===== src/rtl/load_store_unit.sv =====
// rtl/load_store_unit.sv - single-access load/store bus master with timeout and sub-word lanes.
// Optional LSU_MISALIGN_TRAP_EN traps misaligned halfword/word accesses without touching the bus.
module load_store_unit #(
  parameter int TIMEOUT_CYC = 255
) (
  input  logic        clk,
  input  logic        rst_n,
  input  logic        start,
  input  logic        load,
  input  logic [1:0]  MemWrite,
  input  logic [2:0]  MemRead,
  input  logic [31:0] addr,
  input  logic [31:0] wdata,
  output logic        busy,
  output logic        done,
  output logic [31:0] rdata,
  output logic        err,
  output logic        misaligned,
  output logic        bus_req,
  output logic        bus_we,
  output logic [31:0] bus_addr,
  output logic [3:0]  bus_be,
  output logic [31:0] bus_wdata,
  input  logic        bus_gnt,
  input  logic        bus_rvalid,
  input  logic [31:0] bus_rdata
);
  localparam int CW = $clog2(TIMEOUT_CYC + 1);

  typedef enum logic [1:0] {IDLE, REQ, WAIT, DONE} state_t;

  state_t        state;
  logic [CW-1:0] counter;
  logic [CW-1:0] cnt_next;
  logic          timeout;
  logic          req_ok;
  logic          trap;
  logic          lat_load;
  logic [2:0]    lat_kind;
  logic [1:0]    lat_off;
  logic [3:0]    st_be;
  logic [31:0]   st_wd;
  logic [7:0]    lane_b;
  logic [15:0]   lane_h;
  logic [31:0]   ld_val;

  assign req_ok   = start && (load || (MemWrite != 2'b00));
  assign cnt_next = counter + 1'b1;
  assign timeout  = (cnt_next == CW'(TIMEOUT_CYC));

`ifdef LSU_MISALIGN_TRAP_EN
  logic is_half;
  logic is_word;
  assign is_half = load ? ((MemRead == 3'b010) || (MemRead == 3'b100)) : (MemWrite == 2'b10);
  assign is_word = load ? !((MemRead == 3'b001) || (MemRead == 3'b010) ||
                            (MemRead == 3'b011) || (MemRead == 3'b100))
                        : (MemWrite == 2'b11);
  assign trap    = (is_half && addr[0]) || (is_word && (addr[1:0] != 2'b00));
`else
  assign trap = 1'b0;
`endif

  always_comb begin
    st_be = 4'b1111;
    st_wd = wdata;
    case (MemWrite)
      2'b01: begin
        st_be = 4'b0001 << addr[1:0];
        st_wd = {4{wdata[7:0]}};
      end
      2'b10: begin
        st_be = addr[1] ? 4'b1100 : 4'b0011;
        st_wd = {2{wdata[15:0]}};
      end
      default: ;
    endcase
  end

  // Lane selection uses the offset latched at start, not the live addr input.
  assign lane_b = bus_rdata[{lat_off, 3'b000} +: 8];
  assign lane_h = lat_off[1] ? bus_rdata[31:16] : bus_rdata[15:0];

  always_comb begin
    ld_val = bus_rdata;
    case (lat_kind)
      3'b001:  ld_val = {{24{lane_b[7]}}, lane_b};
      3'b010:  ld_val = {{16{lane_h[15]}}, lane_h};
      3'b011:  ld_val = {24'h0, lane_b};
      3'b100:  ld_val = {16'h0, lane_h};
      default: ld_val = bus_rdata;
    endcase
  end

  always_ff @(posedge clk or negedge rst_n) begin
    if (!rst_n) begin
      state      <= IDLE;
      counter    <= '0;
      busy       <= 1'b0;
      done       <= 1'b0;
      rdata      <= 32'h0;
      err        <= 1'b0;
      misaligned <= 1'b0;
      bus_req    <= 1'b0;
      bus_we     <= 1'b0;
      bus_addr   <= 32'h0;
      bus_be     <= 4'h0;
      bus_wdata  <= 32'h0;
      lat_load   <= 1'b0;
      lat_kind   <= 3'b000;
      lat_off    <= 2'b00;
    end else begin
      case (state)
        IDLE: begin
          done <= 1'b0;
          if (req_ok) begin
            lat_load  <= load;
            lat_kind  <= MemRead;
            lat_off   <= addr[1:0];
            bus_addr  <= {addr[31:2], 2'b00};
            bus_we    <= !load;
            bus_be    <= load ? 4'b1111 : st_be;
            bus_wdata <= load ? 32'h0 : st_wd;
            busy      <= 1'b1;
            counter   <= '0;
            if (trap) begin
              state      <= DONE;
              done       <= 1'b1;
              misaligned <= 1'b1;
              err        <= 1'b0;
              rdata      <= 32'h0;
            end else begin
              state   <= REQ;
              bus_req <= 1'b1;
            end
          end
        end
        REQ: begin
          counter <= cnt_next;
          if (bus_gnt) begin
            bus_req <= 1'b0;
            if (lat_load) begin
              state <= WAIT;
            end else begin
              state      <= DONE;
              done       <= 1'b1;
              rdata      <= 32'h0;
              err        <= 1'b0;
              misaligned <= 1'b0;
            end
          end else if (timeout) begin
            bus_req    <= 1'b0;
            state      <= DONE;
            done       <= 1'b1;
            rdata      <= 32'h0;
            err        <= 1'b1;
            misaligned <= 1'b0;
          end
        end
        WAIT: begin
          counter <= cnt_next;
          // Data arriving on the final allowed cycle still completes normally.
          if (bus_rvalid) begin
            state      <= DONE;
            done       <= 1'b1;
            rdata      <= ld_val;
            err        <= 1'b0;
            misaligned <= 1'b0;
          end else if (timeout) begin
            state      <= DONE;
            done       <= 1'b1;
            rdata      <= 32'h0;
            err        <= 1'b1;
            misaligned <= 1'b0;
          end
        end
        DONE: begin
          done  <= 1'b0;
          busy  <= 1'b0;
          state <= IDLE;
        end
        default: state <= IDLE;
      endcase
    end
  end
endmodule


===== config.mk =====
export PLATFORM = sky130hd
export DESIGN_NAME = load_store_unit
export DESIGN_NICKNAME = d
export VERILOG_FILES = /design/src/rtl/load_store_unit.sv
export SDC_FILE = /design/constraint.sdc
export NUM_CORES = 1
export LEC_CHECK = 0
export CORE_MARGIN = 2
export CORE_UTILIZATION = 43
export CTS_BUF_LIST = sky130_fd_sc_hd__clkbuf_8
export CTS_CLUSTER_DIAMETER = 60
export DETAILED_ROUTE_END_ITERATION = 12
export PLACE_DENSITY = 0.79
export REMOVE_ABC_BUFFERS = 1
export SYNTH_ARGS = -nofsm -noshare
export SYNTH_HDL_FRONTEND = slang
export SYNTH_SLANG_ARGS = --single-unit

===== constraint.sdc =====
create_clock -name clk -period 2.21 [get_ports clk]
set_input_delay 0.5525 -clock clk [delete_from_list [all_inputs] [get_ports clk]]
set_output_delay 0.5525 -clock clk [all_outputs]
set_load 0.05 [all_outputs]

* Yosys cells after proc, flatten, opt, wreduce, memory -nomap -nowiden
Cells that the tools add are included.
** Storage, ports and cells
- Output and inout port bits :: 106
- Bits of input ports :: 107
- Flip-flop bits (word level) :: 120
** Operators by class
- Equality and inequality tests :: 13
- Add/sub/neg operators :: 1
- Shift operators :: 2
- Muxes and demuxes :: 39
- Reduce and logical (&&, ||, !) cells :: 16
** Operators with widths (number)
- $mux W32 :: 5
- $pmux W32 S2 :: 2
- $pmux W32 S4 :: 1
- $shiftx A32 B6 Y8 :: 1
- $mux W16 :: 1
- $pmux W8 S2 :: 1
- $mux W1 :: 15
- $reduce_bool A2 Y1 :: 5
- $add A8 B1 Y8 const B :: 1
- $eq A8 B8 Y1 const B :: 1
- $mux W2 :: 4
- $mux W4 :: 2
- $mux W8 :: 1
- $pmux W1 S2 :: 4
- $pmux W2 S4 :: 1
- $pmux W4 S2 :: 1
- $reduce_and A2 Y1 :: 4
- $eq A2 B2 Y1 const B :: 3
- $eq A3 B2 Y1 const B :: 2
- $ne A3 B3 Y1 const B :: 2
- $eq A2 B1 Y1 const B :: 2
- $reduce_or A2 Y1 :: 2
- $shl A1 B2 Y4 const A :: 1
- $eq A3 B1 Y1 const B :: 1
- other kinds (8) :: 8

* Longest topological paths before layout
Gate-level depths: netlist of the first run.
- Depth after elaboration :: 5
- Depth in mapped cells :: 10
- Gate-level depth less buffers :: 7

* Worst setup path before layout of the first run
No wires, ideal clock.
- Path kind :: reg-to-reg
- From :: register counter[0]
- To :: register rdata[10]
- Period minus slack after synthesis :: 2.083 ns
- Slack :: 0.127 ns
- Path buffers :: 1
- Setup time :: 0.121 ns
- Arrival :: 1.962 ns
- Stages on the path, launching flop included :: 8
- Required time :: 2.089 ns
- Cell sequence :: dfrtp_1 > ha_1 > nand2b_1 > or3b_1 > o311ai_4 > a31oi_4 > buf_6 > a22o_1
** Between the ends
- Longest elaborated chain between the ends :: 5
** Ends and longest elaborated chain
- start, declared :: line 33 : logic [CW-1:0] counter;
- start signal, assigned :: line 138 : counter <= cnt_next;
- start signal, assigned :: line 160 : counter <= cnt_next;
- $add A8 B1 Y8 (*) :: line 48 : assign cnt_next = counter + 1'b1;
- $eq A8 B8 Y1 (*) :: line 49 : assign timeout = (cnt_next == CW'(TIMEOUT_CYC));
- $mux W32 (*)
- $mux W32, on equally long branches
- $pmux W32 S2 (*)
- end signal, assigned :: line 165 : rdata <= ld_val;
- end, declared :: line 16 : output logic [31:0] rdata,
Mark *: on every way between the ends. The rest lies on a longest branch, timed or not.
A chain may end at the register's enable or synchronous reset.

* Worst setup path after layout of the first run
- From :: register rdata[17]
- To :: output port rdata[17]
No word-level cell between the ends.

==> results of run 1 <==
==> what timing repair did <==
action                                  in CTS  in global routing
endpoints found under the setup margin       8                 72
cloned                                       0                  0
buffers inserted                             0                  1
hold buffers                                 0                  0
resized for setup                            6                 57
==> state kept, by name, summed over array words and instances, names as in the netlist <==
register	count
lat_load	1
bus_req	1
rdata	32
state	2
done	1
err	1
bus_be	4
lat_off	2
busy	1
bus_we	1
lat_kind	3
misaligned	1
bus_addr	30
counter	8
bus_wdata	32
==> per-stage QoR <==
step	hold slack, ps	util, %	power [mW]	setup WS (ps)	setup TNS, ps
after global routing	131	67.5	14.7	-18.5	-18.5
after global placement	448	63.7	11.9	-428	-9800
after floorplan	257	-	8.76	-623	-31600
final	107	67.5	13.9	35.2	0
after CTS	119	66.4	14.0	0.569	0
after detailed placement	456	63.7	12.0	-478	-13090
==> layout make-up <==
cell class              instances  area, um2  share of cell area [%]
repair buffers                276       2810                    29.7
flip-flops and latches        120       3000                    31.8
multi-input cells             498       2980                    31.5
well taps                     180        225                    2.39
clock inverters                13        133                    1.40
inverters                      13       48.8                   0.517
clock buffers                  18        248                    2.62
==> cells by family after synthesis <==
logic type	after synthesis	synth area share, %
AO/OA/AOI/OAI	201	23.2
adder cells (fa/ha/maj)	11	2.21
flip-flops	120	48.3
other	1	0.0603
multiplexers	11	2.01
XOR/XNOR	6	0.845
buffers and inverters	61	4.27
AND/OR/NAND/NOR	267	19.1
==> per-layer routing <==
| metal | routed length, um | share of wire (%) |
|---|---|---|
| met1 | 7620 | 40 |
| met2 | 9350 | 49 |
| met3 | 1600 | 8.4 |
| met4 | 551 | 2.9 |
| met5 | 0 | 0 |
==> placed cells by master (no fill, tap or decap), drive strengths merged, types with 3 or more instances in the layout <==
cell type / instances
dfrtp: 120
nand3b: 8
clkinvlp: 3
xor2: 3
nand2b: 5
clkbuf: 18
a21oi: 23
a221oi: 8
a22o: 8
a32o: 7
ha: 11
dlygate4sd2: 5
o221ai: 8
a22oi: 8
dlymetal6s2s: 54
o22ai: 9
o21ai: 46
a21o: 17
xnor2: 3
nand2: 186
buf: 69
inv: 14
nand3: 14
clkdlybuf4s50: 148
a21boi: 3
nor2: 24
o2bb2ai: 16
nor2b: 14
a211oi: 19
a31oi: 15
mux2i: 8
clkinv: 7
==> path summary, 6_finish.rpt <==
check | from | to | slack (ps) | cells past startpoint
min in group clk | bus_wdata[5]$_DFFE_PN0P_ | bus_wdata[5]$_DFFE_PN0P_ | 460 | 2
worst min-delay path | rst_n | rdata[14]$_DFFE_PN0P_ | 110 | 2
worst max register to register | counter[0]$_DFFE_PN0P_ | state[1]$_DFFE_PN0P_ | 100 | 8
max in group asynchronous | rst_n | bus_addr[10]$_DFFE_PN0P_ | 1530 | 2
worst min register to register | bus_wdata[5]$_DFFE_PN0P_ | bus_wdata[5]$_DFFE_PN0P_ | 460 | 2
worst max-delay path | rdata[17]$_DFFE_PN0P_ | rdata[17] | 40 | 1
==> report_power, final <==
part | switching, mW | internal, mW | leakage [nW]
registers | 0.536 | 3.06 | 1.55
clock network | 0.904 | 1.02 | 0.191
logic | 5.41 | 2.98 | 3.26
==> impl_metrics.toml, run 1 <==
[detailed_routing]
routedWlPerCell_um = 17.1
drt-initial-drc-count = 518
avgViaCountPerCell = 5.47
final_antenna_violating_net_count = 0
dr.pass1.iters = 6
detailroute.via_count = 6120
wirelength_um = 19100
post-route-drc-count = 0

[yosys]
synthTopCellsByArea = "sky130_fd_sc_hd__dfrtp_1 48%, sky130_fd_sc_hd__nand2_1 11%, sky130_fd_sc_hd__o21ai_0 3.7%"
netlist_instances = 678
synth_top_area_share_pct = 48.3
yosysMostFrequentCell = "sky130_fd_sc_hd__nand2_1"
ys_dominant_reg_cell = "sky130_fd_sc_hd__dfrtp_1"
synthArstFlopShare_pct = 100
number_of_flops_mapped_to_enable_cells_by_yosys = 0
synth-seq-cells = 120
synth.yosys.seq_area_share_pct = 48.3
yosys-top-cells-count = "186 x sky130_fd_sc_hd__nand2_1, 120 x sky130_fd_sc_hd__dfrtp_1, 46 x sky130_fd_sc_hd__o21ai_0"
yosys.area.top_type = "sky130_fd_sc_hd__dfrtp_1"
synth.yosys.warnings = 0
synth.cell_area_mm2 = 0.00622
ys_types = 61
syn_avg_cell_area_um2 = 9.17

[worst_setup_path]
critical_path_peak_fanout = 2
crit_chain = "clkdlybuf4s50_1"
worstSetupStartpointType = "flop"
crit_required_ps = 1660
cpLargestDelayFamily = "buffers and inverters"
critical-path-max-stage-delay_ps = 820
critical_path.slowest_cell = "sky130_fd_sc_hd__clkdlybuf4s50_1"
critical_path.n_buffers_inverters = 1
crit_arrival_ps = 1620
setup.worst_path.class = "reg -> out"
setup.worst_path.end_class = "output pin"

[grt]
global_route_wire_length_before_repair_um = 31000
busiest_grt_layer = "met2"
grt_util_met1_pct = 31.3
number_of_antenna_violations_at_the_first_check_in_global_routing = 0
largest_net_degree_at_the_start_of_global_routing = 72
grt_util_met3_pct = 7.43
globalRouteMet2Util_pct = 39.7
grt-ovfl-total = 0
number_of_global_route_vias_before_repair = 6125
groute.usage.overall_pct = 24.9

[power_and_ir_drop]
peakVddDrop_v = 0.000959
power_density_mw_per_mm2 = 1470
cellLeakagePower_nw = 5.00

[final_layout]
synth_to_final_area_change_pct = 51.8
n_antenna_cell = 0
final.fill_count = 1129
final_cell_count_no_fill = 1118
drive_above_1_share_pct = 12.7
layout.nets = 1044
finalInstanceArea_mm2 = 0.00944

[die]
die_h_um = 124
top_level_ports = 213
fp.dieArea_mm2 = 0.0154
fp.coreArea_mm2 = 0.0140
chipWidth_um = 124
start_util_pct = 44.5
row_count = 43

[clock_network]
cts.clk_slew.worst_paths_ps = 70
clock_tree.root_cell = "sky130_fd_sc_hd__clkbuf_8"
cts-buffers-inserted = 17
clock_path_buffers = 2
htree_levels = 4
clk_latency_ps = 430
cts_tree = "built"
clock-sinks = 120

[sta]
slew-limit-headroom_pct = 50.5
worst_clock_skew_on_the_final_layout_ps = 7.27
drv_slew = 0
final_period_minus_worst_setup_slack_ps = 2170
hold_viol = 0
timing.final.setup_violations = 0
period_share_pct = 98.4
tightestPinTransition_ps = 742
max_freq_mhz = 460

[job]
cap_viol_max_count = 0

[placement]
gp_congestion = 0.865
dpl.cell_count = 1086
placed_cell_area_mm2 = 0.00891
io_buffer_count = 210
dp_hpwl_um = 13600

[status]
run_status = "finished, final reports clean"

[min_path]
timing.hold.worst.class = "in -> async"
No activity file was read; power rests on OpenSTA's default activity.
==> run 2, diff against run 1 <==
CAP_MARGIN = 0   (was not set)
==> results of run 2 <==
The final DEF is identical to that of run 1; final timing and power are the same.
